$ cat src/rtl/dcache_wb_ctrl_if.sv
// Word-wide req/ack memory port between the data cache and main memory.
// The cache drives the request side (master); the memory answers (slave).
interface dcache_wb_ctrl_if;
    logic        mem_req;
    logic        mem_we;
    logic [31:0] mem_addr;
    logic [31:0] mem_wdata;
    logic        mem_ack;
    logic [31:0] mem_rdata;

    modport master (
        output mem_req, mem_we, mem_addr, mem_wdata,
        input  mem_ack, mem_rdata
    );

    modport slave (
        input  mem_req, mem_we, mem_addr, mem_wdata,
        output mem_ack, mem_rdata
    );
endinterface

$ cat src/rtl/dcache_wb_ctrl.sv
// Direct-mapped write-back/write-allocate MEM-stage data cache with word-serial miss handling.
// Define DCACHE_STATS_EN to add saturating hit_count/miss_count outputs.
module dcache_wb_ctrl #(
    parameter int LINES = 16,
    parameter int WORDS = 4
) (
    input  logic        Clk,
    input  logic        reset,
    input  logic [31:0] Address,
    input  logic [31:0] WriteData,
    input  logic        MemRead,
    input  logic        MemWrite,
    input  logic [1:0]  MByte,
    output logic [31:0] ReadData,
    output logic        Stall,
    dcache_wb_ctrl_if.master mem
`ifdef DCACHE_STATS_EN
    ,
    output logic [31:0] hit_count,
    output logic [31:0] miss_count
`endif
);
    localparam int IW = $clog2(LINES);
    localparam int OW = $clog2(WORDS);
    localparam int TW = 30 - OW - IW;
    localparam logic [OW-1:0] LASTK = OW'(WORDS - 1);

    typedef enum logic [1:0] {IDLE, WB, FILL, DONE} state_t;

    state_t        state;
    logic [OW-1:0] k;
    logic [OW-1:0] kNext;
    logic [LINES-1:0] valid;
    logic [LINES-1:0] dirty;
    logic [TW-1:0] tagArr  [0:LINES-1];
    logic [31:0]   dataArr [0:LINES*WORDS-1];
    logic [31:0]   rdHold;

    logic [TW-1:0] tag;
    logic [IW-1:0] idx;
    logic [OW-1:0] wsel;
    logic          active;
    logic          hit;
    logic          serve;
    logic [31:0]   curWord;
    logic [4:0]    sh;
    logic [31:0]   shifted;
    logic [31:0]   loadVal;
    logic [3:0]    be;
    logic [31:0]   wdAligned;

    assign tag     = Address[31 -: TW];
    assign idx     = Address[2+OW +: IW];
    assign wsel    = Address[2 +: OW];
    assign active  = MemRead | MemWrite;
    assign hit     = valid[idx] && (tagArr[idx] == tag);
    // DONE re-presents the access as a hit on the freshly filled line.
    assign serve   = ((state == IDLE) || (state == DONE)) && active && hit;
    assign curWord = dataArr[{idx, wsel}];
    assign kNext   = k + OW'(1);

    always_comb begin
        sh        = '0;
        loadVal   = curWord;
        be        = '1;
        wdAligned = WriteData;
        case (MByte)
            2'b01: begin
                sh        = {Address[1], 4'b0000};
                be        = Address[1] ? 4'b1100 : 4'b0011;
                wdAligned = {2{WriteData[15:0]}};
            end
            2'b10: begin
                sh        = {Address[1:0], 3'b000};
                be        = 4'b0001 << Address[1:0];
                wdAligned = {4{WriteData[7:0]}};
            end
            default: ;
        endcase
        shifted = curWord >> sh;
        case (MByte)
            2'b01:   loadVal = {16'h0000, shifted[15:0]};
            2'b10:   loadVal = {24'h000000, shifted[7:0]};
            default: loadVal = curWord;
        endcase
    end

    assign ReadData = (serve && !MemWrite) ? loadVal : rdHold;
    assign Stall    = !reset && (((state == IDLE) && active && !hit) ||
                                 (state == WB) || (state == FILL));

    // Line storage carries no reset; valid bits alone decide whether contents count.
    always_ff @(posedge Clk) begin
        if (state == FILL && mem.mem_ack) begin
            dataArr[{idx, k}] <= mem.mem_rdata;
            if (k == LASTK) tagArr[idx] <= tag;
        end else if (serve && MemWrite) begin
            for (int unsigned b = 0; b < 4; b++) begin
                if (be[b]) dataArr[{idx, wsel}][8*b +: 8] <= wdAligned[8*b +: 8];
            end
        end
    end

    always_ff @(posedge Clk or posedge reset) begin
        if (reset) begin
            state         <= IDLE;
            k             <= '0;
            valid         <= '0;
            dirty         <= '0;
            rdHold        <= '0;
            mem.mem_req   <= 1'b0;
            mem.mem_we    <= 1'b0;
            mem.mem_addr  <= '0;
            mem.mem_wdata <= '0;
        end else begin
            if (serve && !MemWrite) rdHold <= loadVal;
            if (serve && MemWrite) dirty[idx] <= 1'b1;
            case (state)
                IDLE: begin
                    if (active && !hit) begin
                        k           <= '0;
                        mem.mem_req <= 1'b1;
                        if (valid[idx] && dirty[idx]) begin
                            state         <= WB;
                            mem.mem_we    <= 1'b1;
                            mem.mem_addr  <= {tagArr[idx], idx, {OW{1'b0}}, 2'b00};
                            mem.mem_wdata <= dataArr[{idx, {OW{1'b0}}}];
                        end else begin
                            state        <= FILL;
                            mem.mem_we   <= 1'b0;
                            mem.mem_addr <= {tag, idx, {OW{1'b0}}, 2'b00};
                        end
                    end
                end
                WB: begin
                    if (mem.mem_ack) begin
                        if (k == LASTK) begin
                            dirty[idx]   <= 1'b0;
                            state        <= FILL;
                            k            <= '0;
                            mem.mem_we   <= 1'b0;
                            mem.mem_addr <= {tag, idx, {OW{1'b0}}, 2'b00};
                        end else begin
                            k             <= kNext;
                            mem.mem_addr  <= {tagArr[idx], idx, kNext, 2'b00};
                            mem.mem_wdata <= dataArr[{idx, kNext}];
                        end
                    end
                end
                FILL: begin
                    if (mem.mem_ack) begin
                        if (k == LASTK) begin
                            valid[idx]  <= 1'b1;
                            dirty[idx]  <= 1'b0;
                            state       <= DONE;
                            k           <= '0;
                            mem.mem_req <= 1'b0;
                        end else begin
                            k            <= kNext;
                            mem.mem_addr <= {tag, idx, kNext, 2'b00};
                        end
                    end
                end
                DONE: state <= IDLE;
                default: state <= IDLE;
            endcase
        end
    end

`ifdef DCACHE_STATS_EN
    always_ff @(posedge Clk or posedge reset) begin
        if (reset) begin
            hit_count  <= '0;
            miss_count <= '0;
        end else if (state == IDLE && active) begin
            if (hit) begin
                if (hit_count != '1) hit_count <= hit_count + 32'd1;
            end else begin
                if (miss_count != '1) miss_count <= miss_count + 32'd1;
            end
        end
    end
`endif

endmodule
$ cat src/flat_wrapper.sv
// flat-port wrapper written by rule: the top's interface ports become plain ports
module dcache_wb_ctrl_flat 
#(
    parameter int LINES = 16,
    parameter int WORDS = 4
)
  (Clk, reset, Address, WriteData, MemRead, MemWrite, MByte, ReadData, Stall, mem_mem_req, mem_mem_we, mem_mem_addr, mem_mem_wdata, mem_mem_ack, mem_mem_rdata);
  dcache_wb_ctrl_if mem_i ();
  input  logic Clk;
  input  logic reset;
  input  logic [31:0] Address;
  input  logic [31:0] WriteData;
  input  logic MemRead;
  input  logic MemWrite;
  input  logic [1:0] MByte;
  output logic [31:0] ReadData;
  output logic Stall;
  output wire logic [$bits(mem_i.mem_req)-1:0] mem_mem_req;
  output wire logic [$bits(mem_i.mem_we)-1:0] mem_mem_we;
  output wire logic [$bits(mem_i.mem_addr)-1:0] mem_mem_addr;
  output wire logic [$bits(mem_i.mem_wdata)-1:0] mem_mem_wdata;
  input wire logic [$bits(mem_i.mem_ack)-1:0] mem_mem_ack;
  input wire logic [$bits(mem_i.mem_rdata)-1:0] mem_mem_rdata;
  assign mem_mem_req = mem_i.mem_req;
  assign mem_mem_we = mem_i.mem_we;
  assign mem_mem_addr = mem_i.mem_addr;
  assign mem_mem_wdata = mem_i.mem_wdata;
  assign mem_i.mem_ack = mem_mem_ack;
  assign mem_i.mem_rdata = mem_mem_rdata;
  dcache_wb_ctrl #(.LINES(LINES), .WORDS(WORDS)) u_core (.Clk(Clk), .reset(reset), .Address(Address), .WriteData(WriteData), .MemRead(MemRead), .MemWrite(MemWrite), .MByte(MByte), .ReadData(ReadData), .Stall(Stall), .mem(mem_i));
endmodule
$ cat config.mk
export PLATFORM = sky130hd
export DESIGN_NAME = dcache_wb_ctrl_flat
export DESIGN_NICKNAME = d
export VERILOG_FILES = /design/src/rtl/dcache_wb_ctrl_if.sv /design/src/rtl/dcache_wb_ctrl.sv /design/src/flat_wrapper.sv
export SDC_FILE = /design/constraint.sdc
export NUM_CORES = 2
export LEC_CHECK = 0
export BUFFER_PORTS_ARGS = -buffer_cell sky130_fd_sc_hd__buf_2
export CAP_MARGIN = 20
export CELL_PAD_IN_SITES_DETAIL_PLACEMENT = 0
export CELL_PAD_IN_SITES_GLOBAL_PLACEMENT = 1
export CORE_ASPECT_RATIO = 1.2
export CORE_MARGIN = 2
export CORE_UTILIZATION = 60
export DETAILED_ROUTE_END_ITERATION = 6
export GPL_TIMING_DRIVEN = 1
export MAX_ROUTING_LAYER = met4
export PLACE_DENSITY = 0.82
export REMOVE_ABC_BUFFERS = 1
export SLEW_MARGIN = 20
export SYNTH_ARGS = -nofsm -noshare
export SYNTH_HDL_FRONTEND = slang
export SYNTH_SLANG_ARGS = --single-unit
$ cat constraint.sdc
create_clock -name Clk -period 15 [get_ports Clk]
set_input_delay 1.5 -clock Clk [delete_from_list [all_inputs] [get_ports Clk]]
set_output_delay 1.5 -clock Clk [all_outputs]
set_load 0.05 [all_outputs]
==> summary.md <==
| Metric | Value |
|---|---|
| Worst-path fanout max | `79` |
| I/O Buffers | `199` |
| Postcts setup bufs | `0` |
| Post-Syn Area | `124,100 um2` |
| Critical path cell sequence | `clkbuf_8 -> buf_4 -> buf_4 -> nor2b_4 -> a22oi_1 -> nand2_1 -> xor2_1 -> nand4bb_1 -> or4_4 -> nor4b_4 -> buf_4 -> mux2_2 -> buf_2` |
| Max-cap violation count | `0` |
| Flops & latches, synth | `about 2.6k` |
| First-pass GRT wire length | `604.1 mm` |
| Ys async rst share | `5.148%` |
| Routed WL | `434.5 mm` |
| Leakage power | `0.04384 uW` |
| Worst Hold End | `u_core.valid[7]$_DFFE_PP0P_` |
| Num CTS Buffers | `274` |
| Final period utilization | `59.78%` |
| Net Sw Frac | `31.29%` |
| Worst Path Buf+Inv | `5` |
| Internal | `14,710 uW` |
| Total gr overflow | `0` |
| Worst Reg-to-Reg Cells | `11` |
| # IOs | `202` |
| Cell count of the worst hold path | `1` |
| Seq pwr share | `38.3%` |
| Sink Count | `2,564` |
| Kind of cell adding the most delay to the critical path | `buffers and inverters` |
| Worst Max-Slew Pin Slew | `between 1 and 1.5 ns` |
| Drt via density | `~8` |
| Slowest stage delay, CP | `0.87 ns` |
| P&R area growth vs syn | `11.61%` |
| Worst path slowest cell | `buf_4` |
| Period minus WS final | `8.966 ns` |
| Setup WS post-layout | `6.034 ns` |
| DRC | `0` |
| Clk pwr share | `32.1%` |
| Layout cells sized above 1 | `37.36%` |
| Most used cell, CP | `buf_4` |
| H-tree Lvls | `5` |
| Pre-antenna DRT Iters | `7` |
| Placer Congestion | `1.004` |
| Finished Cell Area | `138,500 um2` |
| Post-CTS sizing | `0` |
| Seq/Total Area, Yosys | `61.50%` |
| Initial Util | `60.50%` |
| Pin count of the biggest net entering global routing | `137` |
| Post-Place Worst Slack | `5.991 ns` |
| Die height | `roughly 500 um` |
| DP Area | `129,500 um2` |
| Core Region | `205,200 um2` |
| Row count | `182` |
| TritonCTS clock tree | `yes` |
| Hpwl dp | `276.1 mm` |
| P_sw | `between 6000 and 7000 uW` |
| RSZ-0062 raised after global routing | `false` |
| Synth Flop Type | `edfxtp_1` |
| Worst hold path type | `reg -> reg` |
| Clk slew on worst S/H paths | `0.06 ns` |
| Comb power frac | `between 20% and 30%` |
| Post-DRT Antenna Nets | `0` |
| Commonest non-fill, non-tap cells in the layout | `edfxtp_1 (2,432), mux4_2 (1,366), buf_4 (310), clkbuf_16 (282), nand2_1 (267)` |
| Drt wl/cell | `roughly 44 um` |
| HP Start | `u_core.valid[7]$_DFFE_PP0P_` |
| Die outline width | `419.2 um` |
| Net count, final | `6,901` |
| Status | `finished, final reports clean` |
| Critical path arrival | `roughly 7.5 ns` |
| Synthesized instance count | `6,579` |
| Relative slew margins | `14.97%` |
| Initial antenna violation count | `35` |
| Max clock buf depth | `4` |
| Vias | `78.30k` |
| Vias in the first global route | `75.65k` |
| Initial DRC Count | `13.52k` |
| Peak VDD IR | `approximately 220 uV` |
| R2r setup slk | `8.32 ns` |
| Crit path capture type | `primary output` |
| Post-CTS Hold Buffers | `0` |
| Skew final | `~0.047 ns` |
| Synth cell types | `92` |
| Final Setup Violations | `0` |
| Clk_lat worst skew | `0.98 ns` |
| Setup TNS | `0 ns` |
| Root buf cell | `clkbuf_16` |
| EDFF count, synth | `2,432` |
| Post-synthesis average cell area | `18.87 um2` |
| CP Class | `in -> out` |
| RR Endpoint | `u_core.dataArr[43][11]$_DFFE_PP_` |
| GRT Overall Usage | `43.10%` |
| Worst setup SP type | `input pin` |
| PwrDens | `154.5 nW/um2` |
| Start of the worst register-to-register path | `u_core.tagArr[10][8]$_DFFE_PP_` |
| Final hold violations | `0` |
| Die Area | `210,500 um2` |
| Final hold slack | `0.4646 ns` |
| Final Max Slew Viols | `0` |
| Commonest non-fill, non-tap cell in the layout | `edfxtp_1` |
| Yosys warns | `0` |
| CP Data Required Time | `13.50 ns` |
| Peak Freq | `roughly 0.11 GHz` |
metrics by stage:
step / std cells / total power, uW / utilization (%)
floorplan: 5984 / 13510 / -
detailed placement: 9272 / 14540 / 63.10
global placement: 9264 / 14480 / 62.97
finish: 9781 / 21400 / 67.52
global route: 9776 / 21850 / 67.51
CTS: 9745 / 21290 / 67.42
cells in the mapped netlist (all sizes together) (36+ instances only):
library cell | number | area (um2)
a211oi | 262 | 2267
a21oi | 99 | 495.5
a22o | 45 | 394.1
a22oi | 119 | 893.4
and2 | 36 | 225.2
buf | 238 | 1244
clkbuf | 358 | 1344
dfrtp | 132 | 3303
edfxtp | 2432 | 73030
inv | 43 | 161.4
mux2 | 121 | 1363
mux2i | 243 | 2445
mux4 | 1366 | 30760
nand2 | 271 | 1017
nand3 | 60 | 300.3
nor2 | 156 | 588.1
o211ai | 55 | 417.9
o21ai | 149 | 779.5
layout make-up:
| type | count | area [um2] |
|---|---|---|
| clock buffer | 330 | 7297 |
| tap | 2760 | 3453 |
| multi-input combinational | 3375 | 45780 |
| antenna | 33 | 82.58 |
| inverter | 45 | 180.2 |
| sequential | 2564 | 76340 |
| timing repair buffer | 531 | 3834 |
| clock inverter | 143 | 1570 |
| fill | 13090 | 66640 |
kinds of logic after synthesis:
| kind of cell | synth area share, % |
|---|---|
| other cells | 0.003021 |
| compound gates | 5.701 |
| simple gates | 2.501 |
| mux | 27.85 |
| fa+ha+maj | 0.07056 |
| buf+inv | 2.221 |
| flops | 61.50 |
| xor+xnor | 0.1552 |
power by group through the flow:
stage,registers [uW],logic (uW),clock network (uW)
6_report,8200,6340,6870
4_1_cts,8180,6250,6860
5_1_grt,8190,6530,7130
3_5_place_dp,8330,6210,0
3_3_place_gp,8330,6150,0
2_1_floorplan,8630,4880,0
routing by layer:
layer  vias up  share of wire [%]  global-route usage (%)
met5         -                  0                       -
li1      28900                  -                       -
met3      1445                 14                   13.13
met1     40730                 32                   52.76
met4         0                9.0                   30.60
met2      7221                 46                   61.58
sequential cells by signal (all words and copies together) (netlist names):
name / count
u_core.dataArr: 2048
u_core.rdHold: 32
u_core.mem.mem_req: 1
u_core.mem.mem_addr: 30
u_core.valid: 16
u_core.mem.mem_we: 1
u_core.tagArr: 384
u_core.mem.mem_wdata: 32
u_core.k: 2
u_core.state: 2
u_core.dirty: 16
worst max path at each step:
stage | cells past startpoint | to | slack [ns] | startpoint
2_1_floorplan | 8 | u_core.mem.mem_wdata[11]$_DFFE_PP0P_ | -16.72 | u_core.k[0]$_DFFE_PP0P_
5_1_grt | 13 | ReadData[25] | 6.01 | Address[5]
3_5_place_dp | 14 | u_core.dataArr[47][24]$_DFFE_PP_ | 5.99 | Address[5]
3_3_place_gp | 14 | u_core.dataArr[59][15]$_DFFE_PP_ | 6.11 | Address[5]
4_1_cts | 13 | ReadData[0] | 6.23 | Address[5]
6_report | 13 | ReadData[0] | 6.03 | Address[7]
(Power assumes the default switching activity.)
